**src/rtl/alu_arbiter_if.sv**
```systemverilog
// Bundle of requester-side and ALU-side signals for the two-requester ALU arbiter.
// Latency: none (wires only).
// Backpressure: requesters hold req until granted; done is the only completion indication.
interface alu_arbiter_if #(
    parameter int OPND_W = 4,
    parameter int RES_W  = 8
);
    logic              req0;
    logic              req1;
    logic [2:0]        op0;
    logic [2:0]        op1;
    logic [OPND_W-1:0] a0;
    logic [OPND_W-1:0] b0;
    logic [OPND_W-1:0] a1;
    logic [OPND_W-1:0] b1;
    logic              done0;
    logic              done1;
    logic [RES_W-1:0]  res0;
    logic [RES_W-1:0]  res1;
    logic              alu_en;
    logic [7:0]        alu_opcode;
    logic [OPND_W-1:0] alu_in_1;
    logic [OPND_W-1:0] alu_in_2;
    logic [RES_W-1:0]  alu_out;
    logic              busy;

    // Requester/ALU side: drives requests and the registered ALU result.
    modport master (
        output req0, req1, op0, op1, a0, b0, a1, b1, alu_out,
        input  done0, done1, res0, res1, alu_en, alu_opcode, alu_in_1, alu_in_2, busy
    );

    // Arbiter side.
    modport slave (
        input  req0, req1, op0, op1, a0, b0, a1, b1, alu_out,
        output done0, done1, res0, res1, alu_en, alu_opcode, alu_in_1, alu_in_2, busy
    );
endinterface

```
**src/rtl/alu_arbiter.sv**
```systemverilog
// Shares one registered ALU between two requesters (round-robin, or fixed priority with ALU_ARB_FIXED_PRIO_EN).
// Latency: req in IDLE cycle N -> alu_en cycle N+1 -> done/res visible cycle N+3.
// Backpressure: a losing requester keeps req high and is served in the next IDLE; no request is dropped.
module alu_arbiter #(
    parameter int OPND_W = 4,
    parameter int RES_W  = 8
) (
    input  logic         clk,
    input  logic         rst,
    alu_arbiter_if.slave bus
);

    typedef enum logic [1:0] {
        IDLE  = 2'd0,
        ISSUE = 2'd1,
        WAIT  = 2'd2,
        DONE  = 2'd3
    } state_t;

    state_t            state_q;
    state_t            state_d;
    logic              gnt_q;      // identity of the requester in flight
    logic              gnt_id;     // requester that would win in this IDLE cycle
    logic              any_req;
    logic [2:0]        op_q;
    logic [OPND_W-1:0] a_q;
    logic [OPND_W-1:0] b_q;
    logic [RES_W-1:0]  res0_q;
    logic [RES_W-1:0]  res1_q;

    assign any_req = bus.req0 | bus.req1;

`ifdef ALU_ARB_FIXED_PRIO_EN
    // Requester 0 wins whenever it asks.
    always_comb begin
        gnt_id = ~bus.req0;
    end
`else
    logic last_grant_q;

    // Tie goes to whoever was not served last; a lone request is served directly.
    always_comb begin
        gnt_id = (bus.req0 && bus.req1) ? ~last_grant_q : ~bus.req0;
    end

    // Remember the most recent grant; only moves when a grant is made.
    always_ff @(posedge clk) begin
        if (rst) begin
            last_grant_q <= 1'b1;
        end else if (state_q == IDLE && any_req) begin
            last_grant_q <= gnt_id;
        end
    end
`endif

    // State register.
    always_ff @(posedge clk) begin
        if (rst) begin
            state_q <= IDLE;
        end else begin
            state_q <= state_d;
        end
    end

    // Next-state: leave IDLE on any request, then walk the fixed pipeline back.
    always_comb begin
        state_d = state_q;
        unique case (state_q)
            IDLE:    state_d = any_req ? ISSUE : IDLE;
            ISSUE:   state_d = WAIT;
            WAIT:    state_d = DONE;
            DONE:    state_d = IDLE;
            default: state_d = IDLE;
        endcase
    end

    // Latch the winner's command at grant; later input changes cannot disturb it.
    always_ff @(posedge clk) begin
        if (rst) begin
            gnt_q <= 1'b0;
            op_q  <= '0;
            a_q   <= '0;
            b_q   <= '0;
        end else if (state_q == IDLE && any_req) begin
            gnt_q <= gnt_id;
            op_q  <= gnt_id ? bus.op1 : bus.op0;
            a_q   <= gnt_id ? bus.a1  : bus.a0;
            b_q   <= gnt_id ? bus.b1  : bus.b0;
        end
    end

    // Capture the ALU result for the requester in flight; the other result is untouched.
    always_ff @(posedge clk) begin
        if (rst) begin
            res0_q <= '0;
            res1_q <= '0;
        end else if (state_q == WAIT) begin
            if (gnt_q) begin
                res1_q <= bus.alu_out;
            end else begin
                res0_q <= bus.alu_out;
            end
        end
    end

    // Outputs decoded from state; ALU operands always reflect the last latched command.
    always_comb begin
        bus.alu_en     = (state_q == ISSUE);
        bus.alu_opcode = {5'b0, op_q};
        bus.alu_in_1   = a_q;
        bus.alu_in_2   = b_q;
        bus.done0      = (state_q == DONE) && !gnt_q;
        bus.done1      = (state_q == DONE) &&  gnt_q;
        bus.busy       = (state_q != IDLE);
        bus.res0       = res0_q;
        bus.res1       = res1_q;
    end

endmodule

```
**src/flat_wrapper.sv**
```systemverilog
// flat-port wrapper written by rule: the top's interface ports become plain ports
module alu_arbiter_flat 
#(
    parameter int OPND_W = 4,
    parameter int RES_W  = 8
)
  (clk, rst, bus_req0, bus_req1, bus_op0, bus_op1, bus_a0, bus_b0, bus_a1, bus_b1, bus_alu_out, bus_done0, bus_done1, bus_res0, bus_res1, bus_alu_en, bus_alu_opcode, bus_alu_in_1, bus_alu_in_2, bus_busy);
  alu_arbiter_if #(.OPND_W(OPND_W), .RES_W(RES_W)) bus_i ();
  input  logic clk;
  input  logic rst;
  input wire logic [$bits(bus_i.req0)-1:0] bus_req0;
  input wire logic [$bits(bus_i.req1)-1:0] bus_req1;
  input wire logic [$bits(bus_i.op0)-1:0] bus_op0;
  input wire logic [$bits(bus_i.op1)-1:0] bus_op1;
  input wire logic [$bits(bus_i.a0)-1:0] bus_a0;
  input wire logic [$bits(bus_i.b0)-1:0] bus_b0;
  input wire logic [$bits(bus_i.a1)-1:0] bus_a1;
  input wire logic [$bits(bus_i.b1)-1:0] bus_b1;
  input wire logic [$bits(bus_i.alu_out)-1:0] bus_alu_out;
  output wire logic [$bits(bus_i.done0)-1:0] bus_done0;
  output wire logic [$bits(bus_i.done1)-1:0] bus_done1;
  output wire logic [$bits(bus_i.res0)-1:0] bus_res0;
  output wire logic [$bits(bus_i.res1)-1:0] bus_res1;
  output wire logic [$bits(bus_i.alu_en)-1:0] bus_alu_en;
  output wire logic [$bits(bus_i.alu_opcode)-1:0] bus_alu_opcode;
  output wire logic [$bits(bus_i.alu_in_1)-1:0] bus_alu_in_1;
  output wire logic [$bits(bus_i.alu_in_2)-1:0] bus_alu_in_2;
  output wire logic [$bits(bus_i.busy)-1:0] bus_busy;
  assign bus_i.req0 = bus_req0;
  assign bus_i.req1 = bus_req1;
  assign bus_i.op0 = bus_op0;
  assign bus_i.op1 = bus_op1;
  assign bus_i.a0 = bus_a0;
  assign bus_i.b0 = bus_b0;
  assign bus_i.a1 = bus_a1;
  assign bus_i.b1 = bus_b1;
  assign bus_i.alu_out = bus_alu_out;
  assign bus_done0 = bus_i.done0;
  assign bus_done1 = bus_i.done1;
  assign bus_res0 = bus_i.res0;
  assign bus_res1 = bus_i.res1;
  assign bus_alu_en = bus_i.alu_en;
  assign bus_alu_opcode = bus_i.alu_opcode;
  assign bus_alu_in_1 = bus_i.alu_in_1;
  assign bus_alu_in_2 = bus_i.alu_in_2;
  assign bus_busy = bus_i.busy;
  alu_arbiter #(.OPND_W(OPND_W), .RES_W(RES_W)) u_core (.clk(clk), .rst(rst), .bus(bus_i));
endmodule
```
**config.mk**
```make
export PLATFORM = sky130hd
export DESIGN_NAME = alu_arbiter_flat
export DESIGN_NICKNAME = d
export VERILOG_FILES = /design/src/rtl/alu_arbiter_if.sv /design/src/rtl/alu_arbiter.sv /design/src/flat_wrapper.sv
export SDC_FILE = /design/constraint.sdc
export NUM_CORES = 1
export LEC_CHECK = 0
export ABC_AREA = 0
export BUFFER_PORTS_ARGS = -buffer_cell sky130_fd_sc_hd__buf_4
export CELL_PAD_IN_SITES_DETAIL_PLACEMENT = 0
export CELL_PAD_IN_SITES_GLOBAL_PLACEMENT = 1
export CORE_MARGIN = 2
export CORE_UTILIZATION = 35
export CTS_CLUSTER_DIAMETER = 120
export CTS_CLUSTER_SIZE = 10
export DETAILED_ROUTE_END_ITERATION = 7
export GPL_TIMING_DRIVEN = 0
export PLACE_DENSITY = 0.82
export SLEW_MARGIN = 5
export SYNTH_ARGS = -nofsm -noshare
export SYNTH_HDL_FRONTEND = slang
export SYNTH_SLANG_ARGS = --single-unit
```
**constraint.sdc**
```tcl
create_clock -name clk -period 2.46 [get_ports clk]
set_clock_uncertainty 0.2 [all_clocks]
set_input_delay 0.246 -clock clk [delete_from_list [all_inputs] [get_ports clk]]
set_output_delay 0.246 -clock clk [all_outputs]
set_load 0.02 [all_outputs]
```
# Yosys cells after proc, flatten, opt, wreduce, memory -nomap -nowiden
# Index checks and enable logic that the tools add are counted.
# word_totals
in_bits,34
register_bits,31
wordCells,30
out_inout_bits,36
# classes
n_eq_ne,3
reduce_logical,9
n_bitwise,4
muxes,6
# ops
operator,count
$mux 4,2
$pmux 2 s4,1
$eq 2x2->1 const B,2
$logic_and 1x1->1,4
$reduce_and 2->1,2
$mux 3,1
$not 1->1,3
$eq 2x1->1 const B,1
$logic_not 2->1,1
$mux 1,2
$reduce_bool 2->1,1
$logic_not 1->1,1
$or 1x1->1,1

# Logic depth before layout (Yosys ltp)
# Gate-level depths: netlist of the first run.
# logic_depth
word_depth,3
mapped_depth,7
depth_no_buf,5

# Least setup slack after synthesis of the first run
# OpenSTA, ideal clock, no wires.
# synth_timing
path_kind,register to register
from,reg u_core.state_q[0]
to,"reg u_core.res0_q[0], in the netlist u_core.bus.res0[0]"
stages_incl_launch_ff,8
arrival_ns,1.246
n_path_buf,2
synth_period_minus_slack_ns,1.573
setup_ns,0.128
path_slack_ns,0.887
required_time_ns,2.132
cell_sequence,dfxtp_1 inv_1 ha_1 buf_4 and2b_1 buf_4 mux2i_1 nor2_1
# synth_between
elab_chain_len,2
# synth_lines
item,line_no,rtl
"start, declared",alu_arbiter.sv:20,state_t state_q;
"start signal, assigned",alu_arbiter.sv:61,state_q <= state_d;
$eq 2x2->1,alu_arbiter.sv:97,end else if (state_q == WAIT) begin
$reduce_and 2->1 (no source line),-,
"end signal, assigned",alu_arbiter.sv:101,res0_q <= bus.alu_out;
"end, declared",alu_arbiter.sv:28,logic [RES_W-1:0] res0_q;
# No other way between the ends.
# A chain may end at the register's enable or synchronous reset.

# Worst setup path after layout of the first run
# layout_timing
from,reg u_core.gnt_q
to,out bus_done1
# layout_between
elab_chain_len,1
# layout_lines
item,line_no,rtl
"start, declared",alu_arbiter.sv:22,logic gnt_q;
"start signal, assigned",alu_arbiter.sv:85,gnt_q <= gnt_id;
$logic_and 1x1->1,alu_arbiter.sv:113,bus.done1 = (state_q == DONE) && gnt_q;
"end, declared",flat_wrapper.sv:21,output wire logic [$bits(bus_i.done1)-1:0] bus_done1;
# No other way between the ends.

==> results of run 1 <==
[synthesized netlist by cell type (all sizes together)]
library cell   n
a211oi         1
a21oi          8
a311oi        11
and2           1
and2b          2
buf           14
clkbuf         3
conb           1
dfxtp         31
ha             6
inv            4
mux2i          8
nand2          9
nand2b         1
nand3         19
nor2          23
nor2b          2
nor3           2
o21a           1
o21ai         11
o21bai         1
[through the flow]
stage | std cells | cell area, um^2 | power, mW | util, % | hold WS [ps]
2_1_floorplan | 163 | 1510 | 1.22 | - | 118
3_3_place_gp | 277 | 2060 | 1.50 | 50.7 | 241
3_5_place_dp | 277 | 2060 | 1.50 | 50.7 | 244
4_1_cts | 285 | 2150 | 1.91 | 53.1 | 12.4
5_1_grt | 285 | 2150 | 2.01 | 53.1 | 20.7
6_report | 285 | 2150 | 1.88 | 53.1 | 21.2
[registers in the layout, summed over array words and instances, names as in the netlist]
name                 cells
u_core.bus.alu_in_1      4
u_core.bus.alu_in_2      4
u_core.gnt_q             1
u_core.bus.res1          8
u_core.last_grant_q      1
u_core.bus.res0          8
u_core.op_q              3
u_core.state_q           2
[tightest hold or removal path, stage by stage]
cell and delay, ps:
buf_4 90, mux2i_1 60, nor2_1 70
[cell type report]
type / instances / area, um^2 / area share (%)
well taps: 50 / 62.6 / 2.91
clock buffers: 6 / 82.6 / 3.83
multi-input cells: 111 / 756 / 35.1
inverters: 4 / 15.0 / 0.697
plain buffers: 17 / 121 / 5.64
repair buffers: 65 / 490 / 22.8
flip-flops and latches: 31 / 621 / 28.8
clock inverters: 1 / 5.00 / 0.232
[how the worst max path moves through the flow]
stage | start | end | slack [ps] | cells past startpoint
2_1_floorplan | u_core.state_q[0]$_SDFF_PP0_ | u_core.bus.res0[0]$_SDFFE_PP0P_ | 890 | 7
3_3_place_gp | u_core.state_q[0]$_SDFF_PP0_ | u_core.bus.res0[6]$_SDFFE_PP0P_ | 780 | 7
3_5_place_dp | u_core.state_q[0]$_SDFF_PP0_ | u_core.bus.res0[2]$_SDFFE_PP0P_ | 740 | 7
4_1_cts | u_core.gnt_q$_SDFFE_PP0P_ | bus_done1 | 640 | 3
5_1_grt | u_core.gnt_q$_SDFFE_PP0P_ | bus_done1 | 520 | 3
6_report | u_core.gnt_q$_SDFFE_PP0P_ | bus_done1 | 650 | 3
[report_power, final]
part | leakage, nW | switching (mW) | internal (mW)
Sequential | 0.254 | 0.0639 | 0.605
Clock | 0.0470 | 0.174 | 0.219
Combinational | 0.649 | 0.453 | 0.368
Total | 0.950 | 0.690 | 1.19
[per-layer routing]
layer / share of wire [%] / global-route usage, % / vias to the layer above
li1: - / - / 692
met1: 46 / 19.0 / 590
met2: 45 / 23.4 / 60
met3: 8.9 / 5.96 / 3
met4: 0.58 / 5.45 / 0
met5: 0 / 0 / -
[cells by family (layout without fill, tap and decap cells)]
kind of cell             count (synthesis)  after routing  share of synthesized area (%)
multiplexers                             8              8                           5.35
adder cells (fa/ha/maj)                  6              6                           5.01
other                                    1              5                          0.250
AO/OA/AOI/OAI                           33             33                           21.0
AND/OR/NAND/NOR                         59             59                           17.9
flip-flops                              31             31                           41.4
buffers and inverters                   21             93                           9.10
[timing repair]
item                                    in CTS  in global routing
hold buffers                                 1                  0
endpoints found under the setup margin       0                  0
hold endpoints to repair                     1                  0
==> flow_metrics.py, run 1 <==
metrics = {
    "sta": {
        "finalSetupTns_ps": 0,
        "fin_crit_sh_pct": 73.4,
        "rsz0062_at_grt": "no",
        "worstMarginPinSlew_ps": 695,
        "hold_violations": 0,
        "period_minus_slack_ps": 1810,
        "maxSlewHeadroom_pct": 53.7,
        "setup_ws_ps": 655,
        "fmax_ghz": 0.554,
        "drv_slew": 0,
        "finalSetupViolations": 0,
    },
    "clock_network": {
        "cts.sinks": 31,
        "post_cts_resized": 0,
        "cts_setup_buffers": 0,
        "cts_tree": "yes",
        "clk_pin_slew_worst_paths_ps": 60,
        "cts_buffers": 5,
        "clk_path_buf_depth": 2,
        "htreeDepth": 2,
        "clk_latency_ps": 270,
        "cts_root_buffer": "clkbuf_8",
    },
    "global_routing": {
        "antenna_found_initial": 0,
        "grt.overflow.total": 0,
        "grt_max_degree": 11,
        "grt_pass1_vias": 1277,
        "grt.total_usage_pct": 15.1,
        "grt_pass1_wl_um": 5870,
    },
    "drt": {
        "first_pass_iters": 4,
        "drtAntennaViolNets": 0,
        "drt_iter0_drc": 57,
        "vias_per_cell": 4.72,
        "wl_per_cell_um": 12.8,
        "vias": 1345,
        "drc": 0,
        "drt-total-wl_um": 3640,
    },
    "critical_path": {
        "cp.required_ps": 2010,
        "r2r_start": "u_core.state_q[0]$_SDFF_PP0_",
        "worst-r2r-cell-count": 7,
        "worst_setup_path_start_kind": "flop",
        "end_kind": "primary output",
        "critPathBufInv": 2,
        "crit_type": "flop to primary output",
        "reg2reg_setup_slack_ps": 750,
        "cp_cell_sequence": "clkbuf_1, and2_1, buf_4",
        "slowest_stage": "clkbuf_1",
        "worstPathArrival_ps": 1360,
        "r2r-end": "u_core.bus.res0[2]$_SDFFE_PP0P_",
        "max_stage_delay_ps": 390,
        "crit_family": "buffers and inverters",
        "crit_fanout": 10,
    },
    "finish": {
        "final_common_cell": "buf_4",
        "fillers": 390,
        "drive_above_1_share_pct": 44.7,
        "final_cell_mix": "buf_4 (73), dfxtp_1 (31), nor2_1 (23)",
        "diodes": 0,
        "syn_to_final_growth_pct": 43.8,
        "fin_nets": 275,
    },
    "logic_synthesis": {
        "yosys_warnings": 0,
        "yosysTopAreaCell": "dfxtp_1",
        "synth_top_area_share_pct": 41.4,
        "avgSynthCellArea_um2": 9.42,
        "ys_top_cells_by_area": "dfxtp_1 (41%), a311oi_2 (10%), nand3_1 (6.3%), nor2_1 (5.8%), mux2i_1 (5.3%)",
        "synth.cell_area_mm2": 0.00150,
        "seq_area_frac_synth_pct": 41.4,
        "ys_ff_latch": 31,
        "syn_inst": 159,
        "synthDistinctLibCells": 29,
    },
    "power": {
        "cellPowerDensity_mw_per_mm2": 874,
        "p_leak_nw": 0.950,
        "ir_worst_vdd_mv": 0.484,
    },
    "floorplanning": {
        "dieArea_mm2": 0.00482,
        "num_rows": 23,
        "die_h_um": 69.4,
        "die_w_um": 69.4,
        "boundaryPins": 70,
        "start_util_pct": 36.9,
        "core_area_mm2": 0.00406,
    },
    "placement": {
        "dpl.hpwl_um": 2690,
        "numPortBuffers": 64,
        "pre_cts_ws_ps": 742,
        "gp_congestion": 0.768,
    },
    "hold_path": {
        "hold_depth": 3,
        "hold_path.class": "input pin to flop",
        "whs_endpoint": "u_core.bus.res0[0]$_SDFFE_PP0P_",
        "hold_start": "bus_alu_out[0]",
    },
    "flow_run": {
        "drv_cap": 0,
    },
    "status": {
        "status": "complete, no violations",
    },
}
No activity file was read; power rests on OpenSTA's default activity.
==> run 2: changes to the inputs <==
--- a/config.mk
+++ b/config.mk
@@ -10,12 +10,12 @@
 export CELL_PAD_IN_SITES_DETAIL_PLACEMENT = 0
 export CELL_PAD_IN_SITES_GLOBAL_PLACEMENT = 1
 export CORE_MARGIN = 2
-export CORE_UTILIZATION = 35
+export CORE_UTILIZATION = 33
 export CTS_CLUSTER_DIAMETER = 120
 export CTS_CLUSTER_SIZE = 10
 export DETAILED_ROUTE_END_ITERATION = 7
 export GPL_TIMING_DRIVEN = 0
-export PLACE_DENSITY = 0.82
+export PLACE_DENSITY = 0.78
 export SLEW_MARGIN = 5
 export SYNTH_ARGS = -nofsm -noshare
 export SYNTH_HDL_FRONTEND = slang
==> constraint.sdc (replaced) <==
create_clock -name clk -period 1.8 [get_ports clk]
set_clock_uncertainty 0.2 [all_clocks]
set_input_delay 0.18 -clock clk [delete_from_list [all_inputs] [get_ports clk]]
set_output_delay 0.18 -clock clk [all_outputs]
set_load 0.02 [all_outputs]
==> flow_metrics.py, run 2 (synthesis results as in run 1) <==
metrics = {
    "critical_path": {
        "cp.required_ps": 1750,
        "crit_type": "flop to flop",
        "end_kind": "flop",
        "crit_fanout": 10,
        "worst-r2r-cell-count": 7,
        "worstPathArrival_ps": 1620,
        "worst_setup_path_start_kind": "flop",
    },
    "finish": {
        "diodes": 0,
        "final_common_cell": "buf_4",
        "seq_area_um2": 622,
        "drive_above_1_share_pct": 42.1,
        "fin_nets": 291,
        "final_cell_mix": "buf_4 (73), dfxtp_1 (30), nor2_1 (23)",
        "syn_to_final_growth_pct": 54.4,
        "multi_input_area_um2": 756,
        "fillers": 422,
        "final_area_mm2": 0.00231,
    },
    "sta": {
        "fin_crit_sh_pct": 92.8,
        "fmax_ghz": 0.599,
        "period_minus_slack_ps": 1670,
        "setup_ws_ps": 130,
        "hold_violations": 0,
        "drv_slew": 0,
        "rsz0062_at_grt": "no",
        "maxSlewHeadroom_pct": 50.7,
        "finalSetupViolations": 0,
        "worstMarginPinSlew_ps": 740,
        "finalSetupTns_ps": 0,
    },
    "drt": {
        "first_pass_iters": 4,
        "drc": 0,
        "vias_per_cell": 4.66,
        "drt_iter0_drc": 47,
        "drtAntennaViolNets": 0,
        "wl_per_cell_um": 12.9,
        "vias": 1416,
        "drt-total-wl_um": 3920,
    },
    "floorplanning": {
        "boundaryPins": 70,
        "num_rows": 24,
        "die_h_um": 71.4,
        "core_area_mm2": 0.00435,
        "die_w_um": 71.4,
        "dieArea_mm2": 0.00509,
        "start_util_pct": 34.4,
    },
    "status": {
        "status": "complete, no violations",
    },
    "clock_network": {
        "clk_pin_slew_worst_paths_ps": 60,
        "cts_root_buffer": "clkbuf_8",
        "clk_path_buf_depth": 2,
        "clk_latency_ps": 280,
        "cts_tree": "yes",
        "htreeDepth": 2,
        "cts.sinks": 31,
        "cts_buffers": 5,
    },
    "placement": {
        "pre_cts_ws_ps": 94.3,
        "gp_congestion": 0.721,
        "dpl.hpwl_um": 2770,
        "numPortBuffers": 64,
        "postPlaceCellArea_mm2": 0.00206,
    },
    "power": {
        "p_leak_nw": 1.02,
        "cellPowerDensity_mw_per_mm2": 1120,
        "ir_worst_vdd_mv": 0.430,
    },
    "global_routing": {
        "grt_pass1_wl_um": 6140,
        "grt_max_degree": 11,
        "antenna_found_initial": 0,
        "grt.total_usage_pct": 15.4,
        "grt.overflow.total": 0,
        "grt_pass1_vias": 1366,
    },
    "hold_path": {
        "hold_depth": 3,
        "hold_path.class": "input pin to flop",
    },
    "flow_run": {
        "drv_cap": 0,
    },
}
run 2: layer usage:
metal	GRT usage (%)	wire length (um)
met5	0	0
met4	6.29	88
met3	4.64	253
met2	25.4	1850
met1	18.6	1720
run 2: per-stage QoR:
stage / hold WS, ps / power, mW / cells / util (%)
finish: 14.5 / 2.59 / 304 / 53.1
floorplan: 51.6 / 1.67 / 163 / -
CTS: 1.49 / 2.62 / 304 / 53.0
detailed placement: 178 / 2.06 / 279 / 47.3
global placement: 176 / 2.05 / 279 / 47.3
global route: 14.2 / 2.75 / 304 / 53.1
run 2: timing repair:
item                                    CTS  global route
hold endpoints to repair                 25             0
gates resized for setup                   0             3
buffers inserted                          0             0
endpoints found under the setup margin    0             3
hold buffers                             17             0
run 2: path summary, 6_finish.rpt:
| kind | startpoint | to | slack, ps |
|---|---|---|---|
| setup / recovery | u_core.state_q[0]$_SDFF_PP0_ | u_core.bus.res0[5]$_SDFFE_PP0P_ | 130 |
| hold / removal | bus_b1[2] | u_core.bus.alu_in_2[2]$_SDFFE_PP0P_ | 10 |
| setup reg to reg | u_core.state_q[0]$_SDFF_PP0_ | u_core.bus.res0[5]$_SDFFE_PP0P_ | 130 |
| hold reg to reg | u_core.bus.res1[1]$_SDFFE_PP0P_ | u_core.bus.res1[1]$_SDFFE_PP0P_ | 260 |
run 2: final cells by class:
type / count / share of cell area (%)
Tap cell: 52 / 2.81
Buffer: 17 / 5.30
Inverter: 4 / 0.649
Multi-Input combinational cell: 111 / 32.7
Timing Repair Buffer: 81 / 28.1
Sequential cell: 31 / 26.9
Clock buffer: 7 / 3.30
Clock inverter: 1 / 0.216
run 2: power by group:
part	internal (mW)	total [mW]	switching (mW)
Combinational	0.529	1.16	0.627
Sequential	0.828	0.909	0.0813
Clock	0.271	0.528	0.257
Total	1.63	2.59	0.965
run 2: critical path, cell delays in order (launching register included):
cell	delay, ps
dfxtp_2	330
inv_1	120
ha_1	160
buf_4	160
and2b_1	130
buf_4	180
mux2i_1	200
nor2_1	50
